[config.mk]
export PLATFORM = sky130hd
export DESIGN_NAME = exmem_pipe_stage
export DESIGN_NICKNAME = d
export VERILOG_FILES = /design/src/rtl/pipe_pkg.sv /design/src/rtl/pipe_sat_counter.sv /design/src/rtl/exmem_pipe_stage.sv
export SDC_FILE = /design/constraint.sdc
export NUM_CORES = 1
export LEC_CHECK = 0
export ABC_AREA = 1
export CORE_MARGIN = 4
export CORE_UTILIZATION = 43
export CTS_CLUSTER_DIAMETER = 50
export DETAILED_ROUTE_END_ITERATION = 6
export PLACE_DENSITY = 0.84
export SYNTH_ARGS = -nofsm -noshare
export SYNTH_HDL_FRONTEND = slang
export SYNTH_HIERARCHICAL = 1
export SYNTH_SLANG_ARGS = --single-unit
export TNS_END_PERCENT = 10
[constraint.sdc]
create_clock -name CLOCK -period 1.18 [get_ports CLOCK]
set_input_delay 0.236 -clock CLOCK [delete_from_list [all_inputs] [get_ports CLOCK]]
set_output_delay 0.236 -clock CLOCK [all_outputs]
set_load 0.02 [all_outputs]
[src/rtl/pipe_pkg.sv]
// Shared pipeline payload bundles for the EXE/MEM and MEM/WB stage registers.
package pipe_pkg;

   typedef struct packed {
      logic [31:0] MemWriteData;
      logic [5:0]  MemControl;
      logic        MemRead;
      logic        MemWrite;
      logic [31:0] ALUResult;
      logic [4:0]  WriteRegister;
      logic        WriteEnable;
   } exmem_t;

   localparam int EXMEM_W = $bits(exmem_t);

   typedef struct packed {
      logic [31:0] ReadData;
      logic [31:0] ALUResult;
      logic [4:0]  WriteRegister;
      logic        MemToReg;
      logic        WriteEnable;
   } memwb_t;

   localparam int MEMWB_W = $bits(memwb_t);

endpackage

[src/rtl/pipe_sat_counter.sv]
// Saturating event counter; holds at all-ones instead of wrapping.
module pipe_sat_counter #(
   parameter int CNT_W = 16
) (
   input  logic             CLOCK,
   input  logic             RESET,
   input  logic             INC,
   output logic [CNT_W-1:0] COUNT
);

   logic [CNT_W-1:0] countReg;

   always_ff @(posedge CLOCK) begin
      if (RESET)
         countReg <= '0;
      else if (INC && (countReg != {CNT_W{1'b1}}))
         countReg <= countReg + 1'b1;
   end

   assign COUNT = countReg;

endmodule

[src/rtl/exmem_pipe_stage.sv]
// Generic valid/ready pipeline stage with a 2-entry skid buffer and bubble-zeroed payload.
// Define EXMEM_PIPE_PERF_EN to add the STALL_CYCLES / FLUSH_COUNT performance counters.
module exmem_pipe_stage
   import pipe_pkg::*;
#(
   parameter int DATA_W = EXMEM_W,
   parameter int CNT_W  = 16
) (
   input  logic              CLOCK,
   input  logic              RESET,
   input  logic              FLUSH,
   input  logic              IN_VALID,
   output logic              IN_READY,
   input  logic [DATA_W-1:0] IN_DATA,
   output logic              OUT_VALID,
   input  logic              OUT_READY,
   output logic [DATA_W-1:0] OUT_DATA
`ifdef EXMEM_PIPE_PERF_EN
   ,
   output logic [CNT_W-1:0]  STALL_CYCLES,
   output logic [CNT_W-1:0]  FLUSH_COUNT
`endif
);

   logic              mValidReg;
   logic [DATA_W-1:0] mDataReg;
   logic              sValidReg;
   logic [DATA_W-1:0] sDataReg;

   logic acc;
   logic mainFree;

   assign IN_READY  = !sValidReg;
   assign OUT_VALID = mValidReg;
   assign OUT_DATA  = mDataReg;

   assign acc      = IN_VALID && !sValidReg;
   assign mainFree = !mValidReg || OUT_READY;

   // Invalid entries are always stored as zero, so OUT_DATA is a bubble without extra gating.
   always_ff @(posedge CLOCK) begin
      if (RESET || FLUSH) begin
         mValidReg <= 1'b0;
         mDataReg  <= '0;
         sValidReg <= 1'b0;
         sDataReg  <= '0;
      end else if (mainFree) begin
         if (sValidReg) begin
            mValidReg <= 1'b1;
            mDataReg  <= sDataReg;
            if (acc) begin
               sDataReg <= IN_DATA;
            end else begin
               sValidReg <= 1'b0;
               sDataReg  <= '0;
            end
         end else if (acc) begin
            mValidReg <= 1'b1;
            mDataReg  <= IN_DATA;
         end else begin
            mValidReg <= 1'b0;
            mDataReg  <= '0;
         end
      end else if (acc) begin
         sValidReg <= 1'b1;
         sDataReg  <= IN_DATA;
      end
   end

   if (CNT_W < 1 || DATA_W < 1) begin : gBadParam
      $error("exmem_pipe_stage: CNT_W and DATA_W must be positive");
   end

`ifdef EXMEM_PIPE_PERF_EN
   // A flushed cycle is booked as a flush only, never as a stall.
   logic stallInc;
   assign stallInc = mValidReg && !OUT_READY && !FLUSH;

   pipe_sat_counter #(.CNT_W(CNT_W)) uStallCounter (
      .CLOCK (CLOCK),
      .RESET (RESET),
      .INC   (stallInc),
      .COUNT (STALL_CYCLES)
   );

   pipe_sat_counter #(.CNT_W(CNT_W)) uFlushCounter (
      .CLOCK (CLOCK),
      .RESET (RESET),
      .INC   (FLUSH),
      .COUNT (FLUSH_COUNT)
   );
`endif

endmodule

### Yosys cells after proc, flatten, opt, wreduce, memory -nomap -nowiden

Index checks and enable logic that the tools add are counted.

| word-level totals | value |
|---|---|
| input bits | 83 |
| memory bits (writable) | 0 |
| register bits | 158 |
| bits in latches | 0 |
| output and inout port bits | 80 |
| memories kept | 0 |
| ROM bits | 0 |
| word-level logic and storage cells | 22 |

| operators by class | value |
|---|---|
| shifts and indexed selects | 0 |
| magnitude comparators | 0 |
| muxes and demuxes | 10 |
| $add $sub $neg | 0 |
| reduce and logical (&&, ||, !) cells | 7 |
| div/mod/pow operators | 0 |
| multipliers | 0 |
| bitwise gates (word level) | 0 |
| equal/unequal tests | 1 |

Operators with widths:

| operator | count |
|---|---|
| $mux W78 | 5 |
| $mux W1 | 5 |
| $logic_not A1 Y1 | 2 |
| $logic_or A1 B1 Y1 | 2 |
| $ne A2 B2 Y1 const B | 1 |
| $reduce_and A2 Y1 | 1 |
| $reduce_bool A2 Y1 | 1 |
| $logic_and A1 B1 Y1 | 1 |

### Depth between registers and ports, before layout

Gate-level depths: netlist of run 1.

| depth | value |
|---|---|
| word-level depth | 5 |
| gate-level depth with buffers | 8 |
| depth with buffers taken out | 6 |

### Worst setup path before layout of run 1

Ideal clock, no wire load.

| timing | value |
|---|---|
| path kind | flip-flop to flip-flop |
| start point | reg mValidReg (netlist: OUT_VALID) |
| end point | reg sDataReg[49] |
| required time | 1105 ps |
| setup slack | -133 ps |
| stages on the path, launching flop included | 7 |
| arrival | 1239 ps |
| clock period less this slack | 1313 ps |
| cells stage by stage | dfxtp_1 > inv_1 > nor2_4 > nand2_1 > buf_2 > buf_2 > o22ai_1 |

| on the way | value |
|---|---|
| longest elaborated chain between the ends | 4 |
| elaborated cells between the ends (all ways) | 6 |

Ends and longest elaborated chain:

| element | line | text |
|---|---|---|
| start: declaration | exmem_pipe_stage.sv:25 | `logic mValidReg;` |
| start signal: assignment | exmem_pipe_stage.sv:43 | `mValidReg <= 1'b0;` |
| start signal: assignment | exmem_pipe_stage.sv:49 | `mValidReg <= 1'b1;` |
| start signal: assignment | exmem_pipe_stage.sv:58 | `mValidReg <= 1'b1;` |
| $logic_not A1 Y1 (*) | exmem_pipe_stage.sv:38 | `assign mainFree = !mValidReg \|\| OUT_READY;` |
| $logic_or A1 B1 Y1 (*) | exmem_pipe_stage.sv:38 |  |
| $ne A2 B2 Y1 (no line) / $reduce_bool A2 Y1 (equally long branches) | n/a |  |
| $reduce_and A2 Y1 (no line) | n/a |  |
| end signal: assignment | exmem_pipe_stage.sv:46 | `sDataReg <= '0;` |
| end signal: assignment | exmem_pipe_stage.sv:52 | `sDataReg <= IN_DATA;` |
| end signal: assignment | exmem_pipe_stage.sv:55 | `sDataReg <= '0;` |
| end: declaration | exmem_pipe_stage.sv:28 | `logic [DATA_W-1:0] sDataReg;` |

Mark *: on every way between the ends. The rest lies on a longest branch, timed or not.
A chain may end at the register's enable or synchronous reset.

### Worst setup path after layout of run 1

| timing | value |
|---|---|
| start point | reg sValidReg |
| end point | reg sDataReg[64] |

| on the way | value |
|---|---|
| longest elaborated chain between the ends | 5 |
| elaborated cells between the ends (all ways) | 8 |

Ends and longest elaborated chain:

| element | line | text |
|---|---|---|
| start: declaration | exmem_pipe_stage.sv:27 | `logic sValidReg;` |
| start signal: assignment | exmem_pipe_stage.sv:45 | `sValidReg <= 1'b0;` |
| start signal: assignment | exmem_pipe_stage.sv:54 | `sValidReg <= 1'b0;` |
| start signal: assignment | exmem_pipe_stage.sv:65 | `sValidReg <= 1'b1;` |
| $logic_not A1 Y1 | exmem_pipe_stage.sv:37 | `assign acc = IN_VALID && !sValidReg;` |
| $logic_and A1 B1 Y1 | exmem_pipe_stage.sv:37 |  |
| $mux W78 | exmem_pipe_stage.sv:51 | `if (acc) begin` |
| $mux W78 | exmem_pipe_stage.sv:48 | `if (sValidReg) begin` |
| $mux W78 | exmem_pipe_stage.sv:47 | `end else if (mainFree) begin` |

Parallel ways exist; a longest one is shown, timed or not. The select of a mux whose other input is x is not followed.

==> results of run 1 <==
what timing repair did:
item,in CTS,in global routing
resized for setup,398,110
setup buffers,6,0
gates cloned,2,4
pin swaps,4,13
setup endpoints to repair,234,211
cells by family (layout without fill, tap and decap cells):
kind of cell | count (synthesis) | after routing | synth area share (%)
buffers and inverters | 79 | 254 | 6.38
DFF | 158 | 158 | 52.7
AOI/OAI and AO/OA | 267 | 267 | 23.7
and+or+nand+nor | 259 | 259 | 17.2
layout by cell type (no fill, tap or decap), drive strengths merged:
master / n
nand3: 30
o22ai: 68
dfxtp: 158
clkinv: 4
clkbuf: 23
o21ai: 64
clkdlybuf4s50: 82
inv: 15
clkinvlp: 4
nor2: 13
buf: 123
nand2: 216
a21oi: 135
bufinv: 3
layout make-up:
type / instances / area [µm²]
clock buffer: 19 / 453
inverter: 13 / 52.6
sequential: 158 / 3210
multi-input combinational: 526 / 2610
fill: 1084 / 4610
clock inverter: 13 / 160
tap: 176 / 220
timing repair buffer: 209 / 2140
final timing paths:
check / from / to / slack (ns) / cells past startpoint
worst max-delay path: sValidReg / sDataReg[64] / -0.13 / 7
worst min-delay path: IN_DATA[37] / OUT_DATA[37] / 0.39 / 3
worst max register to register: sValidReg / sDataReg[64] / -0.13 / 7
worst min register to register: OUT_DATA[70] / OUT_DATA[70] / 0.47 / 2
worst reg2reg max path, stage by stage (launching register included):
cell and delay, ns:
dfxtp_4 0.37, buf_12 0.13, nor2_4 0.12, nand2_2 0.09
nand2_4 0.11, buf_6 0.14, clkbuf_16 0.17, o21ai_0 0.08
state kept, by name (all words and copies together) (netlist names):
| signal | count |
|---|---|
| OUT_DATA | 78 |
| sDataReg | 78 |
| sValidReg | 1 |
| OUT_VALID | 1 |
routing by layer:
metal  wire length (µm)  part of all wire (%)
met5                  0                     0
met4                393                   2.1
met3               1350                   7.3
met2               8570                    46
met1               8130                    44
power by group through the flow:
stage / clock, mW / combinational (mW) / sequential, mW
2_1_floorplan: 0 / 0.425 / 5.71
3_3_place_gp: 0 / 1.15 / 5.61
3_5_place_dp: 0 / 1.15 / 5.61
4_1_cts: 5.75 / 1.15 / 5.49
5_1_grt: 5.99 / 1.34 / 5.51
6_report: 5.69 / 1.25 / 5.50
==> summary.txt, run 1 <==
Global routing
  • Met2 Resource Use GR: a little over a third
  • First-pass GRT wire length: around 29000 µm
  • Global Route Usage Sum: about 22%
  • Met3 Usage GRT: 6.05%
  • Antenna violations before repair: 0
  • GRT busiest layer: met2
  • Largest net degree at the start of global routing: slightly below 60
  • Overflow left after global routing: 0
  • Met1 GRT Util: between 20% and 30%
  • Vias in the first global route: 5843

Logic synthesis
  • Synth top area cells: dfxtp_1 (53%), nand2_1 (13%), a21oi_1 (11%)
  • Synth warn: 6
  • Count of state elements after synthesis: approximately 160
  • Sequential share of the synthesized area: 52.7%
  • Most frequent cell after synthesis: nand2_1
  • Yosys cell types: 16
  • Syn avg cell area: between 7 and 8 µm²
  • Post-synth EDFFs: 0
  • Cell taking the most area after synthesis: dfxtp_1
  • Yosys top cell area share: between 50% and 60%
  • Post-Synthesis Cells: 763
  • Synthesized area: 6000 µm²
  • Syn nets: 846
  • Dominant synthesized flop cell: dfxtp_1
  • Async set-reset flop share out of synthesis: 0%
  • Commonest cells in the synthesized netlist: nand2_1 (215), dfxtp_1 (158), a21oi_1 (135), o22ai_1 (68), o21ai_0 (64)

Power and ir drop
  • Switching Share: between 20% and 30%
  • Overall power: roughly 12 mW
  • P_int: roughly 9.5 mW
  • Switching power summed over all nets: 2.95 mW
  • Share of power burned in combinational logic: between 10% and 20%
  • Clk pwr share: between 40% and 50%
  • VDD IR-drop max: between 0.0009 and 0.001 V
  • Leak: approximately 3.5 nW
  • Flop pwr share: 44.2%
  • Pwr/cell area: around 1400 nW/µm²

Worst setup path
  • Worst path cell trace: buf_12 -> nor2_4 -> nand2_2 -> nand2_4 -> buf_6 -> clkbuf_16 -> o21ai_0
  • CP bufs+invs: 3
  • CP Class: reg -> reg
  • Max FO, Critical Path: 11
  • CP required: 1.49 ns
  • CP max stage delay: ~0.37 ns
  • Critical path's slowest cell: dfxtp_4
  • Critical Path AT: between 1.5 and 2 ns
  • Critical Path Source Type: register
  • CP Capture Type: register
  • Largest delay contributor family on the critical path: buffers and inverters

Route
  • Drt drc: 0
  • Final WL: 18400 µm
  • Vias: 6051
  • First drt pass iteration count: 5
  • 1st-iter DRT viols: about 530
  • WL/cell: 16.6 µm
  • DR vias/cell: between 5 and 6
  • Final ANT Viol Nets: 0

Die
  • IO Count: around 160
  • Row count: between 40 and 50
  • Core box area: around 13000 µm²
  • Full die area: about 16000 µm²
  • Initial core utilization: 44.6%
  • Die H: 126 µm
  • Die X: 126 µm

Final layout
  • Final cell area excluding filler cells: 8840 µm²
  • Finished Layout Cells: 1114
  • Growth of design area from synthesis to finish: 47.5%
  • ANT cells: 0
  • Nets@finish: roughly 1000
  • Layout Utilization: 65.7%
  • Layout cells sized above 1: around 25%

CTS
  • Clock tree root driver cell: clkbuf_16
  • CTS tree: yes
  • Clk slew on worst S/H paths: about 0.06 ns
  • Sinks on Clock Net: roughly 160
  • TritonCTS buffer count: 17
  • CTS Buffer Depth: 2
  • H-tree levels: 4
  • CTS Hold Bufs: 0
  • Clock latency on the worst-skew pair: 0.43 ns

Placement
  • Dpl cells: ~1100
  • Final HPWL from detailed placement: 11200 µm
  • Gpl congestion: just under 0.8
  • IO buf count: between 150 and 200
  • DP Worst Slack: -0.449 ns
  • Placed inst area: around 7900 µm²

Timing
  • RSZ-0062 raised after global routing: true
  • Setup WS post-layout: -0.133 ns
  • Fin Clk Skew: around 0.0063 ns
  • Setup TNS: -8.63 ns
  • Hold Violations, Final: 0
  • F_max: ~760 MHz
  • Period utilization: 111%
  • Fin. max-slew vios: 0
  • Worst relative slew slack: between 70% and 80%
  • Final setup viols: between 100 and 150
  • Min Hold Slack: between 0.3 and 0.4 ns
  • Worst Tran Pin Value: 0.333 ns
  • Tmin final: between 1 and 1.5 ns

Outcome
  • Failing checks: setup timing
  • Status: finished, violations left

Worst hold path
  • Hold WC Path Type: in -> reg

Flow run
  • Maximum Capacitance Violations: 0
(Power assumes the default switching activity.)
==> run 2: changes to the inputs <==
--- a/config.mk
+++ b/config.mk
@@ -11,6 +11,7 @@
 export CTS_CLUSTER_DIAMETER = 50
 export DETAILED_ROUTE_END_ITERATION = 6
 export PLACE_DENSITY = 0.84
+export SLEW_MARGIN = 20
 export SYNTH_ARGS = -nofsm -noshare
 export SYNTH_HDL_FRONTEND = slang
 export SYNTH_HIERARCHICAL = 1
==> results of run 2 <==
Same layout as run 1: the final DEF is identical, and so are final timing and power.
